===== config.mk =====
export PLATFORM = sky130hd
export DESIGN_NAME = iterative_shift_unit
export DESIGN_NICKNAME = d
export VERILOG_FILES = /design/src/rtl/shift_unit_pkg.sv /design/src/rtl/iterative_shift_unit_step.sv /design/src/rtl/iterative_shift_unit.sv
export SDC_FILE = /design/constraint.sdc
export NUM_CORES = 1
export LEC_CHECK = 0
export ABC_CLOCK_PERIOD_IN_PS = 1700
export CORE_ASPECT_RATIO = 0.75
export CORE_MARGIN = 2
export CORE_UTILIZATION = 47
export DETAILED_ROUTE_END_ITERATION = 8
export HOLD_SLACK_MARGIN = 0.1
export PLACE_DENSITY = 0.88
export SYNTH_ARGS = -nofsm -noshare
export SYNTH_HDL_FRONTEND = slang
export SYNTH_HIERARCHICAL = 1
export SYNTH_SLANG_ARGS = --single-unit

===== constraint.sdc =====
create_clock -name clk -period 1.7 [get_ports clk]
set_input_delay 0.34 -clock clk [delete_from_list [all_inputs] [get_ports clk]]
set_output_delay 0.34 -clock clk [all_outputs]
set_load 0.02 [all_outputs]

===== src/rtl/shift_unit_pkg.sv =====
// Shared encodings for the iterative shift unit.
// Op codes, FSM state type and default widths.
package shift_unit_pkg;

  localparam int DEF_WIDTH   = 32;
  localparam int DEF_SHAMT_W = 5;

  localparam logic [2:0] OP_SLL = 3'b001;
  localparam logic [2:0] OP_SRL = 3'b010;
  localparam logic [2:0] OP_SRA = 3'b011;
  localparam logic [2:0] OP_ROR = 3'b100;
  localparam logic [2:0] OP_ROL = 3'b101;

  typedef enum logic [1:0] {
    IDLE  = 2'b00,
    SHIFT = 2'b01,
    DONE  = 2'b10
  } state_e;

  function automatic logic op_valid(
    input logic [2:0] op
  );
    return (op >= OP_SLL) && (op <= OP_ROL);
  endfunction

endpackage


===== src/rtl/iterative_shift_unit_step.sv =====
// shift_step: one-bit shift/rotate of a vector selected by op.
// Ports: din in, op select, dout = stepped din (pass-through on bad op).
module shift_step
  import shift_unit_pkg::*;
#(
  parameter int WIDTH = DEF_WIDTH
) (
  input  logic [WIDTH-1:0] din,
  input  logic [2:0]       op,
  output logic [WIDTH-1:0] dout
);

  always_comb begin
    dout = din;
    case (op)
      OP_SLL: dout = {din[WIDTH-2:0], 1'b0};
      OP_SRL: dout = {1'b0, din[WIDTH-1:1]};
      OP_SRA: dout = {din[WIDTH-1], din[WIDTH-1:1]};
      OP_ROR: dout = {din[0], din[WIDTH-1:1]};
      OP_ROL: dout = {din[WIDTH-2:0], din[WIDTH-1]};
      default: dout = din;
    endcase
  end

endmodule


===== src/rtl/iterative_shift_unit.sv =====
// Multi-cycle shifter: latches operand+amount, shifts 1 bit/clk,
// pulses done, holds result. SHIFT_BARREL_EN: single-cycle barrel.
// Ports: clk, reset (sync, low), start, op, data_in, shamt -> busy, done, result.
module iterative_shift_unit
  import shift_unit_pkg::*;
#(
  parameter int WIDTH   = DEF_WIDTH,
  parameter int SHAMT_W = DEF_SHAMT_W
) (
  input  logic               clk,
  input  logic               reset,
  input  logic               start,
  input  logic [2:0]         op,
  input  logic [WIDTH-1:0]   data_in,
  input  logic [SHAMT_W-1:0] shamt,
  output logic               busy,
  output logic               done,
  output logic [WIDTH-1:0]   result
);

  state_e             state_q, state_d;
  logic [WIDTH-1:0]   result_q, result_d;

`ifdef SHIFT_BARREL_EN

  // Log2 chain: stage k shifts by 2**k when shamt[k] is set.
  logic [SHAMT_W:0][WIDTH-1:0] stage;

  assign stage[0] = data_in;

  for (genvar k = 0; k < SHAMT_W; k++) begin : g_barrel
    localparam int N = 1 << k;
    logic [WIDTH-1:0] sh;

    always_comb begin
      sh = stage[k];
      case (op)
        OP_SLL: sh = stage[k] << N;
        OP_SRL: sh = stage[k] >> N;
        OP_SRA: sh = WIDTH'($signed(stage[k]) >>> N);
        OP_ROR: sh = (stage[k] >> N)
                   | (stage[k] << (WIDTH - N));
        OP_ROL: sh = (stage[k] << N)
                   | (stage[k] >> (WIDTH - N));
        default: sh = stage[k];
      endcase
    end

    assign stage[k+1] = shamt[k] ? sh : stage[k];
  end

  always_comb begin
    state_d  = state_q;
    result_d = result_q;
    unique case (state_q)
      IDLE: begin
        if (start) begin
          result_d = stage[SHAMT_W];
          state_d  = DONE;
        end
      end
      DONE:    state_d = IDLE;
      default: state_d = IDLE;
    endcase
  end

  always_ff @(posedge clk) begin
    if (!reset) begin
      state_q  <= IDLE;
      result_q <= '0;
    end else begin
      state_q  <= state_d;
      result_q <= result_d;
    end
  end

`else

  logic [SHAMT_W-1:0] count_q, count_d;
  logic [2:0]         op_q, op_d;
  logic [WIDTH-1:0]   step_out;

  shift_step #(
    .WIDTH(WIDTH)
  ) u_step (
    .din  (result_q),
    .op   (op_q),
    .dout (step_out)
  );

  always_comb begin
    state_d  = state_q;
    result_d = result_q;
    count_d  = count_q;
    op_d     = op_q;
    unique case (state_q)
      IDLE: begin
        if (start) begin
          op_d     = op;
          result_d = data_in;
          count_d  = shamt;
          // Zero amount or unknown op: nothing to shift.
          if ((shamt != '0) && op_valid(op)) begin
            state_d = SHIFT;
          end else begin
            state_d = DONE;
          end
        end
      end
      SHIFT: begin
        result_d = step_out;
        count_d  = count_q - 1'b1;
        if (count_q == SHAMT_W'(1)) begin
          state_d = DONE;
        end
      end
      DONE:    state_d = IDLE;
      default: state_d = IDLE;
    endcase
  end

  always_ff @(posedge clk) begin
    if (!reset) begin
      state_q  <= IDLE;
      result_q <= '0;
      count_q  <= '0;
      op_q     <= '0;
    end else begin
      state_q  <= state_d;
      result_q <= result_d;
      count_q  <= count_d;
      op_q     <= op_d;
    end
  end

`endif

  assign busy   = (state_q == SHIFT) || (state_q == DONE);
  assign done   = (state_q == DONE);
  assign result = result_q;

endmodule

==> results of run 1 <==
worst paths after layout:
| check | startpoint | end | slack (ns) | depth (start not counted) |
|---|---|---|---|---|
| max | result[16] | result[16] | 0.08 | 1 |
| min | state_q[0] | state_q[0] | 0.50 | 2 |
| max reg2reg | state_q[1] | count_q[3] | 0.09 | 6 |
| min reg2reg | state_q[0] | state_q[0] | 0.50 | 2 |
per-layer routing:
metal  global-route usage (%)  vias to the layer above  part of all wire [%]
met4                     6.22                        0                   1.5
li1                         -                     1627                     -
met5                        0                        -                     0
met2                     36.8                      106                    48
met3                     3.04                       11                   4.9
met1                     27.2                     1549                    46
timing repair:
item | 4_1_cts | 5_1_grt
gates resized for setup | 32 | 8
setup buffers | 0 | 1
setup endpoints to repair | 31 | 11
cells by family (layout without fill, tap and decap cells):
family | Yosys count | count (layout) | synth area share [%]
and+or+nand+nor | 63 | 63 | 8.37
adders and majority gates | 5 | 5 | 1.78
buffers and inverters | 47 | 114 | 7.87
muxes | 96 | 96 | 27.5
DFF | 42 | 42 | 23.9
AOI/OAI and AO/OA | 151 | 151 | 30.5
state kept, by name (all words and copies together), names as in the netlist:
name     count
op_q         3
result      32
count_q      5
state_q      2
power groups by stage:
stage          combinational (W)  clock, W  sequential [W]
2_1_floorplan            0.00115         0         0.00151
3_3_place_gp             0.00188         0         0.00140
3_5_place_dp             0.00195         0         0.00141
4_1_cts                  0.00188  0.000720         0.00139
5_1_grt                  0.00208  0.000766         0.00142
6_report                 0.00190  0.000704         0.00139
synthesized netlist by cell type (all sizes together) (3+ instances only):
master,instances
o211a,33
a21oi,33
nand2,40
ha,5
nor2,4
nor2b,5
a21boi,35
nand3,3
clkbuf,19
buf,22
mux2i,95
o21ai,35
inv,6
dfxtp,42
area by class of cell:
| cell class | count | area [µm²] | area share, % |
|---|---|---|---|
| flip-flops and latches | 42 | 850 | 18.7 |
| clock buffers | 6 | 82.6 | 1.82 |
| clock inverters | 2 | 12.5 | 0.276 |
| inverters | 6 | 22.5 | 0.497 |
| multi-input cells | 315 | 2410 | 53.1 |
| well taps | 101 | 126 | 2.79 |
| repair buffers | 100 | 1030 | 22.7 |
per-stage QoR:
stage	hold WS [ns]	util, %	cell area, µm²	setup WS, ns	TNS, ns
2_1_floorplan	0.444	-	3510	0.0459	0
3_3_place_gp	0.471	61.0	4450	-0.135	-0.135
3_5_place_dp	0.496	61.0	4450	-0.201	-0.269
4_1_cts	0.508	61.8	4510	0.00136	0
5_1_grt	0.517	62.1	4530	-0.00277	-0.00277
6_report	0.503	62.1	4530	0.0840	0
==> out/results.ini, run 1 <==
[placement]
port_buffers = 76
post-dp-hpwl_um = 5980
place_inst = 563
gp_congestion = 0.919

[logic_synthesis]
ys_seq_area_share_pct = 23.9
synth_flop_cell = dfxtp_1
synth_cells = 404
yosysTopAreaCell = mux2i_1
async_flop_share_pct = 0
syn_area_um2 = 3510
synth_top_area_share_pct = 27.1
synth_cell_type_count = 43
synth.avg_cell_area_um2 = 8.69
synth_edf_count = 0
ys_top_cells_by_area = mux2i_1 27%, dfxtp_1 24%, o211a_1 9.4%
synth_warnings = 6
synth-seq-cells = 42
synth_nets = 452

[floorplan]
num_rows = 27
die_width_um = 104
start_util_pct = 48.1
core_area_um2 = 7300
ios = 77
die_area_um2 = 8190
die_h_um = 78.9

[sta]
fin_crit_ns = 1.62
setup_viol = 0
worst_pin_slew_ns = 0.332
fmax_mhz = 619
slew_headroom_pct = 77.4
finClkSkew_ns = 0.00581
finalCritPeriodShare_pct = 95.1
slew_viol_final = 0
final_hold_viol_count = 0

[clock_tree]
cts_made_buffers = 5
root_buffer = clkbuf_8
cts.path.max_buffers = 2
clk_latency_ns = 0.30
cts.sinks = 42
ctsHoldBuffers = 0
clk_pin_slew_ns = 0.09
cts_htree_levels = 2
cts_tree = yes

[drt]
routed_via_density = 5.76
avgRoutedWirePerCell_um = 15.3
firstDrtPassIters = 5
drt_first_iter_violations = 235
drcViolationCount = 0
vias = 3293
routed_wirelength_um = 8770
postRouteAntennaNets = 0

[cells_and_area]
n_antenna_cell = 0
finalNonFillerCells = 572
mostFrequentLayoutCells = 92 x mux2i_1, 45 x clkdlybuf4s50_1, 40 x nand2_1
final_common_cell = mux2i_1
drive_above_1_share_pct = 10.6
area_growth_pct = 29.1
fillers = 652
nNetsFinal = 518

[power]
leakage_nw = 1.93
irDropWorstVdd_v = 0.000422
swShare_pct = 39.3
pwr-share-clk_pct = 17.6
p_switching_w = 0.00157
power_density_nw_per_um2 = 882
internal-power_w = 0.00243
power_frac_seq_pct = 34.8
finalPower_w = 0.00400
combPwrFrac_pct = 47.6

[global_routing]
antenna_found_initial = 0
overflow = 0
first_global_vias = 2996
grt_use_total_pct = 21.1
grt_max_degree = 65
grt_pass1_wl_um = 14400

[worst_setup_path]
cpPeakStageDelay_ns = 0.61
cp-start-kind = register
critical-path-top-delay-family = buffers and inverters
crit_required_ns = 1.36
crit_fanout = 2
crit_chain = clkdlybuf4s50_1
crit_slowest_cell = clkdlybuf4s50_1
path_buf_inv = 1
critical_path_class = register to output port
arrival_ns = 1.28
crit_path_end_kind = output port

[run_status]
status = completed

[run]
drv_cap = 0

[hold_path]
hp-class = register to register

Note: power is estimated with default switching activity, not from simulation.
==> run 2: changes to the inputs <==
--- a/config.mk
+++ b/config.mk
@@ -12,6 +12,7 @@
 export DETAILED_ROUTE_END_ITERATION = 8
 export HOLD_SLACK_MARGIN = 0.1
 export PLACE_DENSITY = 0.88
+export SLEW_MARGIN = 10
 export SYNTH_ARGS = -nofsm -noshare
 export SYNTH_HDL_FRONTEND = slang
 export SYNTH_HIERARCHICAL = 1
==> results of run 2 <==
Final layout, timing and power as in run 1 (identical DEF).
==> run 3: changes to the inputs <==
--- a/config.mk
+++ b/config.mk
@@ -5,13 +5,13 @@
 export SDC_FILE = /design/constraint.sdc
 export NUM_CORES = 1
 export LEC_CHECK = 0
-export ABC_CLOCK_PERIOD_IN_PS = 1700
+export ABC_CLOCK_PERIOD_IN_PS = 1850
 export CORE_ASPECT_RATIO = 0.75
 export CORE_MARGIN = 2
-export CORE_UTILIZATION = 47
+export CORE_UTILIZATION = 50
 export DETAILED_ROUTE_END_ITERATION = 8
 export HOLD_SLACK_MARGIN = 0.1
-export PLACE_DENSITY = 0.88
+export PLACE_DENSITY = 0.89
 export SLEW_MARGIN = 10
 export SYNTH_ARGS = -nofsm -noshare
 export SYNTH_HDL_FRONTEND = slang
==> constraint.sdc (replaced) <==
create_clock -name clk -period 1.85 [get_ports clk]
set_input_delay 0.37 -clock clk [delete_from_list [all_inputs] [get_ports clk]]
set_output_delay 0.37 -clock clk [all_outputs]
set_load 0.02 [all_outputs]
==> run 3 against run 2 <==
Clock-buffer cell count is 1 higher. Wire length decreased by 1.2%. Sequential power fell by 6%. Clock skew increased by 0.0032 ns. Clock power fell by 10%. Total power fell by 8.8%. Register-to-register slack gained 0.09 ns. Worst hold slack better by 0.00085 ns. Largest cell class unchanged. Sequential share of layout area up 0.41 points. Largest power group unchanged.
==> out/results.ini, run 3 (synthesis gave the netlist of run 1 again) <==
[run_status]
status = completed

[global_routing]
first_global_vias = 3051  ; +1.8%
grt_use_total_pct = 22.3  ; +1.2 points
grt_pass1_wl_um = 14400  ; about the same
overflow = 0  ; unchanged
antenna_found_initial = 0  ; unchanged
grt_max_degree = 66  ; +1.5%

[cells_and_area]
n_antenna_cell = 0  ; unchanged
final_core_util_pct = 65.1  ; +2.9 points
final_common_cell = mux2i_1
fillers = 562  ; -14%
nNetsFinal = 511  ; -1.4%
drive_above_1_share_pct = 7.76  ; -2.9 points
area_growth_pct = 25.9
largest_reg_flops = 32  ; unchanged
mostFrequentLayoutCells = 95 x mux2i_1, 71 x clkdlybuf4s50_1, 40 x nand2_1

[clock_tree]
clk_latency_ns = 0.29  ; about the same
cts_tree = yes
root_buffer = clkbuf_8
cts.sinks = 42  ; unchanged
clk_pin_slew_ns = 0.09  ; about the same
cts_htree_levels = 2  ; unchanged
cts.path.max_buffers = 2  ; unchanged
cts_made_buffers = 5  ; unchanged
ctsHoldBuffers = 0  ; unchanged

[sta]
setup_slack_ns = 0.0465  ; -0.0375 ns
finalCritPeriodShare_pct = 97.5
fmax_mhz = 554
final_hold_viol_count = 0  ; unchanged
slew_viol_final = 0  ; unchanged
finClkSkew_ns = 0.00904  ; +0.00323 ns
setup_viol = 0  ; unchanged
hold_slack_ns = 0.503  ; +0.000853 ns
setup_tns_ns = 0  ; unchanged
fin_crit_ns = 1.80
worst_pin_slew_ns = 0.611  ; +0.279 ns
grt_setup_unrepaired = no
slew_headroom_pct = 58.7  ; -19 points

[drt]
vias = 3233  ; -1.8%
avgRoutedWirePerCell_um = 15.8  ; +3.1%
routed_via_density = 5.90  ; +2.5%
drt_first_iter_violations = 127  ; -46%
firstDrtPassIters = 4  ; -1
drcViolationCount = 0  ; unchanged
routed_wirelength_um = 8670  ; -1.2%
postRouteAntennaNets = 0  ; unchanged

[hold_path]
hold_start = state_q[0]
hp-class = register to register

[floorplan]
num_rows = 26  ; -3.7%
start_util_pct = 51.7  ; +3.5 points
die_width_um = 101  ; -2.9%
ios = 77  ; unchanged
core_area_um2 = 6800  ; -6.8%
die_h_um = 76.6  ; -2.9%
die_area_um2 = 7720  ; -5.7%

[worst_setup_path]
crit_path_end = result[18]
cpPeakStageDelay_ns = 0.66  ; +0.05 ns
crit_fanout = 7  ; +5
crit_slowest_cell = clkdlybuf4s50_1
setup.worst_path.start = result[18]
critical_path_class = register to output port
arrival_ns = 1.43  ; +0.15 ns
crit_path_end_kind = output port
critical-path-top-delay-family = buffers and inverters
r2r_setup_slack_ns = 0.18  ; +0.09 ns
crit_chain = clkdlybuf4s50_1
path_buf_inv = 1  ; unchanged
crit_required_ns = 1.48  ; +0.12 ns
timing.rr.end = result[6]
reg2reg_depth = 7  ; +1
cp-start-kind = register
r2r-start = op_q[2]
crit_cells = 1  ; unchanged

[placement]
preCtsSetupSlack_ns = -0.0374  ; +0.163 ns
gp_congestion = 0.879  ; -4.4%
port_buffers = 76  ; unchanged
post-dp-hpwl_um = 5740  ; -4.1%

[power]
irDropWorstVdd_v = 0.000466  ; +10%
leakage_nw = 1.84  ; -4.9%
finalPower_w = 0.00365  ; -8.8%
power_density_nw_per_um2 = 825  ; -6.5%

[run]
drv_cap = 0  ; unchanged

-- run 3: changes by cell type in the layout (fill, tap and decap cells not counted), sizes merged --
cell | before | now
clkdlybuf4s50 | 45 | 71
dlymetal6s2s | 0 | 4
clkinvlp | 1 | 0
buf | 24 | 17
dlygate4sd2 | 30 | 1
-- run 3: metrics by stage --
step                      std cells  instance area, µm²
final                           548                4420
after global routing            548                4420
after CTS                       548                4410
after detailed placement        540                4320
after global placement          540                4320
after floorplan                 404                3510
-- run 3: layout make-up --
type / count / area, µm² / share of cell area [%]
multi-input cells: 315 / 2400 / 54.2
repair buffers: 93 / 960 / 21.7
flip-flops and latches: 42 / 847 / 19.2
well taps: 84 / 105 / 2.38
clock buffers: 7 / 86.3 / 1.95
inverters: 6 / 22.5 / 0.509
clock inverters: 1 / 5.00 / 0.113
-- run 3: repair_timing --
| action | CTS | global route |
|---|---|---|
| setup endpoints to repair | 1 | 4 |
| hold endpoints to repair | 0 | 0 |
| resized for setup | 1 | 4 |
| setup buffers | 0 | 0 |
-- run 3: tightest hold or removal path, delay by kind of cell, from the launching register on --
| kind | cells | cell delay [ns] |
|---|---|---|
| AOI/OAI and AO/OA | 1 | 0.06 |
| DFF | 1 | 0.34 |
| and+or+nand+nor | 1 | 0.06 |
-- run 3: worst min-delay path by stage --
stage	slack [ns]	cells past startpoint	end
2_1_floorplan	0.44	2	op_q[1]
3_3_place_gp	0.48	2	state_q[0]
3_5_place_dp	0.49	2	state_q[0]
4_1_cts	0.50	2	state_q[0]
5_1_grt	0.54	2	state_q[0]
6_report	0.50	2	state_q[0]
-- run 3: routing by layer --
| metal | wire length (µm) | part of all wire, % | up-vias | track usage (%) |
|---|---|---|---|---|
| li1 | - | - | 1617 | - |
| met1 | 3990 | 46 | 1530 | 28.9 |
| met2 | 4170 | 48 | 76 | 36.9 |
| met3 | 387 | 4.5 | 10 | 4.59 |
| met4 | 123 | 1.4 | 0 | 6.99 |
| met5 | 0 | 0 | - | 0 |
-- run 3: report_power, final --
group,internal [W],total (W),leakage [nW],switching [W]
clock network,0.000302,0.000632,0.0482,0.000330
registers,0.00105,0.00130,0.349,0.000252
logic,0.000880,0.00171,1.44,0.000833
==> RTL edit 1, RTL diff (flow settings as in run 2) <==
Set the package constant `DEF_SHAMT_W` to 4 (it was 5).
--- a/src/rtl/shift_unit_pkg.sv
+++ b/src/rtl/shift_unit_pkg.sv
@@ -3,7 +3,7 @@
 package shift_unit_pkg;
 
   localparam int DEF_WIDTH   = 32;
-  localparam int DEF_SHAMT_W = 5;
+  localparam int DEF_SHAMT_W = 4;
 
   localparam logic [2:0] OP_SLL = 3'b001;
   localparam logic [2:0] OP_SRL = 3'b010;
Ports: changed (resized shamt); port bits go from 77 to 76. The function was not compared with the original's and may differ.
==> RTL edit 1 against run 2 <==
  * Total power down 1.7%
  * Setup slack better by 0.0093 ns
  * Routed wire length down 4.0%
  * Fmax up 0.58%
  * Final cell count down 3.5%
  * Design area down 3.4%
  * Synthesized area down 2.0%
  * Sequential cell count down 1
  * Highest routed layer unchanged
==> RTL edit 1: results <==
{
  "tightestPinTransition_ns": 0.396,
  "final_layout_size_suffix_gt1_share_pct": 7.93,
  "antenna_found_initial": 0,
  "worst_clock_skew_ns": 0.00891,
  "period_share_pct": 94.5,
  "setup_slack_of_the_worst_register_to_register_path_ns": 0.11,
  "drtIter0Drc": 138,
  "vdd.ir_drop.worst_mv": 0.524,
  "synth-main-ff-cell": "sky130_fd_sc_hd__dfxtp_1",
  "depth_of_the_worst_hold_timing_path": 2,
  "syn_area_per_cell_um2": 8.74,
  "grt_pass1_wl_um": 13800,
  "grt_pass1_vias": 2865,
  "clock_network_latency_to_the_later_pin_of_the_worst_skew_pair_ns": 0.30,
  "worstHoldEndpoint": "count_q[1]$_SDFFE_PN0P_",
  "endpoint": "result[17]",
  "place_inst": 544,
  "ys_seq_area_share_pct": 23.8,
  "origin_of_the_worst_min_delay_path": "count_q[1]$_SDFFE_PN0P_",
  "synth-async-reset-ratio_pct": 0,
  "place.gp.congestion": 0.871,
  "netlist_top_cells_area": "sky130_fd_sc_hd__mux2i_1 28%, sky130_fd_sc_hd__dfxtp_1 24%, sky130_fd_sc_hd__o211a_1 9.3%, sky130_fd_sc_hd__a21boi_0 6.5%, sky130_fd_sc_hd__a21oi_1 4.8%",
  "run_status": "completed",
  "vias": 3163,
  "crit_path_start": "result[17]$_SDFFE_PN0P_",
  "synth_fp_nets": 441,
  "static-leakage-power_nw": 1.86,
  "regToRegEndpoint": "result[3]$_SDFFE_PN0P_",
  "drt-pass1-iter-count": 4,
  "post_synth_most_frequent_cells": "95 x sky130_fd_sc_hd__mux2i_1, 41 x sky130_fd_sc_hd__dfxtp_1, 40 x sky130_fd_sc_hd__nand2_1",
  "post-place-ws_ns": 0.0761,
  "grt.total_usage_pct": 20.9,
  "synth_warnings": 6,
  "worstReg2RegStart": "op_q[2]$_SDFFE_PN0P_",
  "layout.nets": 500,
  "routedWlPerCell_um": 15.2,
  "grt_start_max_net_pins": 44,
  "dpl.hpwl_um": 5510,
  "worst-r2r-cell-count": 7,
  "synthDistinctLibCells": 38,
  "layout.cells.non_filler": 552,
  "place.port_buffers": 75,
  "bufs_on_longest_clock_path": 2
}
[RTL edit 1: cell types whose count changed after synthesis, sizes merged, moves of 2 or more]
cell    change
nor2        -3
buf         +2
clkbuf      -2
inv         -2
nand2b      +2
[RTL edit 1: cells by family after synthesis]
logic type / Yosys count / synth area share [%]
multiplexers: 96 / 28.1
adder cells (fa/ha/maj): 5 / 1.82
flip-flops: 41 / 23.8
buffers and inverters: 45 / 8.43
AO/OA/AOI/OAI: 147 / 29.9
AND/OR/NAND/NOR: 60 / 7.92
[RTL edit 1: where the power goes]
| part | total [W] | switching (W) | leakage [nW] | internal (W) |
|---|---|---|---|---|
| registers | 0.00136 | 0.000243 | 0.341 | 0.00111 |
| logic | 0.00176 | 0.000885 | 1.47 | 0.000879 |
| clock network | 0.000811 | 0.000371 | 0.0543 | 0.000440 |
[RTL edit 1: repair_timing]
item                       CTS  global route
pin swaps                    0             0
gates cloned                 0             0
resized for setup           32             3
hold buffers                 0             0
setup endpoints to repair   31             3
[RTL edit 1: layout make-up]
class | count | area, um2
fillers | 624 | 2580
multi-input cells | 308 | 2330
repair buffers | 93 | 963
flip-flops and latches | 41 | 827
well taps | 98 | 123
clock buffers | 5 | 68.8
clock inverters | 3 | 46.3
inverters | 4 | 15.0
[RTL edit 1: through the flow]
step | util, % | hold slack, ns | instance area [um2]
2_1_floorplan | - | 0.444 | 3440
3_3_place_gp | 61.7 | 0.488 | 4300
3_5_place_dp | 61.7 | 0.494 | 4300
4_1_cts | 62.9 | 0.515 | 4380
5_1_grt | 62.9 | 0.536 | 4380
6_report | 62.9 | 0.514 | 4380
[RTL edit 1: per-layer routing]
metal | wire (um) | global-route usage, %
met5 | 0 | 0
met4 | 61 | 6.32
met3 | 413 | 4.36
met2 | 3930 | 32.0
met1 | 4020 | 29.4
==> RTL edit 2, RTL diff (flow settings as in run 2) <==
Made on the original files. `result_q` no longer has a reset.
--- a/src/rtl/iterative_shift_unit.sv
+++ b/src/rtl/iterative_shift_unit.sv
@@ -122,15 +122,17 @@
   always_ff @(posedge clk) begin
     if (!reset) begin
       state_q  <= IDLE;
-      result_q <= '0;
       count_q  <= '0;
       op_q     <= '0;
     end else begin
       state_q  <= state_d;
-      result_q <= result_d;
       count_q  <= count_d;
       op_q     <= op_d;
     end
+  end
+
+  always_ff @(posedge clk) begin
+    result_q <= result_d;
   end
 
 `endif
Check against the original RTL: not equivalent (Yosys sat finds a counterexample within 4 cycles, from zero or initial values and one cycle with reset low).
==> RTL edit 2 against run 2 <==
  * Design area shrank 2.8%
  * Largest cell class unchanged
  * Global-route usage shrank 0.80 points
  * Sequential cell count is the same
  * Synthesized area shrank 4.2%
  * Hold slack gained 0.034 ns
  * Sequential power grew 11%
  * Critical path type unchanged
  * Routed wire length shrank 9.0%
  * Clock skew is essentially flat
  * Setup slack lost 0.0094 ns
  * Combinational power shrank 13%
  * Non-clock buffer count shrank 5
  * Clock power grew 13%
  * Total power shrank 0.20%
==> RTL edit 2: results <==
{
  "critPathMaxStageDelay_ns": 0.37,
  "synth-main-ff-cell": "sky130_fd_sc_hd__edfxtp_1",
  "vias": 2846,
  "final_layout_size_suffix_gt1_share_pct": 19.2,
  "dpl.hpwl_um": 5770,
  "synth_cells": 329,
  "post-place-ws_ns": -0.201,
  "endpoint": "busy",
  "synth_fp_nets": 377,
  "worst-r2r-cell-count": 5,
  "static-leakage-power_nw": 1.54,
  "worstReg2RegStart": "op_q[2]$_SDFFE_PN0P_",
  "vdd.ir_drop.worst_mv": 0.472,
  "met2_usage_pct": 33.4,
  "grt_pass1_wl_um": 12900,
  "run_status": "completed",
  "routed_wl_um": 7980,
  "ys_seq_area_share_pct": 34.5,
  "highest_net_fanout_along_the_worst_path": 3,
  "netlist_top_cells_area": "sky130_fd_sc_hd__edfxtp_1 29%, sky130_fd_sc_hd__mux2i_1 19%, sky130_fd_sc_hd__mux2_2 11%, sky130_fd_sc_hd__a21boi_0 6.5%, sky130_fd_sc_hd__dfxtp_1 6.0%",
  "detailed_route_wirelength_on_metal2_um": 3880,
  "post_synth_most_frequent_cells": "63 x sky130_fd_sc_hd__mux2i_1, 33 x sky130_fd_sc_hd__a21oi_1, 32 x sky130_fd_sc_hd__edfxtp_1, 32 x sky130_fd_sc_hd__mux2_2",
  "crit_path_start": "state_q[0]$_SDFFE_PN0P_",
  "place.gp.congestion": 0.907,
  "synthDistinctLibCells": 42,
  "met1_length_um": 3670,
  "hold_ws_ns": 0.536,
  "grt.total_usage_pct": 20.3,
  "slowest_stage": "sky130_fd_sc_hd__dfxtp_2"
}
## RTL edit 2: cell count changes in the layout (fill, tap and decap cells not counted), moves of 3 or more
| cell | run 2 | this run |
|---|---|---|
| sky130_fd_sc_hd__buf_4 | 14 | 10 |
| sky130_fd_sc_hd__clkdlybuf4s50_1 | 45 | 42 |
| sky130_fd_sc_hd__dfxtp_1 | 37 | 5 |
| sky130_fd_sc_hd__dlygate4sd2_1 | 30 | 34 |
| sky130_fd_sc_hd__edfxtp_1 | 0 | 32 |
| sky130_fd_sc_hd__mux2_2 | 0 | 32 |
| sky130_fd_sc_hd__mux2i_1 | 92 | 62 |
| sky130_fd_sc_hd__mux2i_2 | 3 | 0 |
| sky130_fd_sc_hd__nand2_1 | 40 | 9 |
| sky130_fd_sc_hd__o211a_1 | 33 | 1 |
## RTL edit 2: worst max-delay path, delay by kind of cell (launching register included)
| kind | cells | cell delay [ns] |
|---|---|---|
| flops | 1 | 0.37 |
| buf+inv | 2 | 0.38 |
| fa+ha+maj | 1 | 0.25 |
## RTL edit 2: final cells by class
cell class / instances / area, um2
clock inverters: 3 / 40.0
clock buffers: 5 / 68.8
well taps: 98 / 123
multi-input cells: 250 / 2000
fillers: 579 / 2460
inverters: 7 / 30.0
repair buffers: 95 / 973
flip-flops and latches: 42 / 1170
## RTL edit 2: repair_timing
item / 4_1_cts / 5_1_grt
resized for setup: 34 / 0
hold buffers: 0 / 0
setup buffers: 0 / 1
cloned: 0 / 0
endpoints found under the setup margin: 34 / 6
pin swaps: 0 / 0
## RTL edit 2: cell families after synthesis
family | Yosys count | share of synthesized area, %
fa+ha+maj | 5 | 1.86
buf+inv | 37 | 6.77
mux | 95 | 29.5
flops | 42 | 34.5
simple gates | 32 | 5.28
compound gates | 118 | 22.1
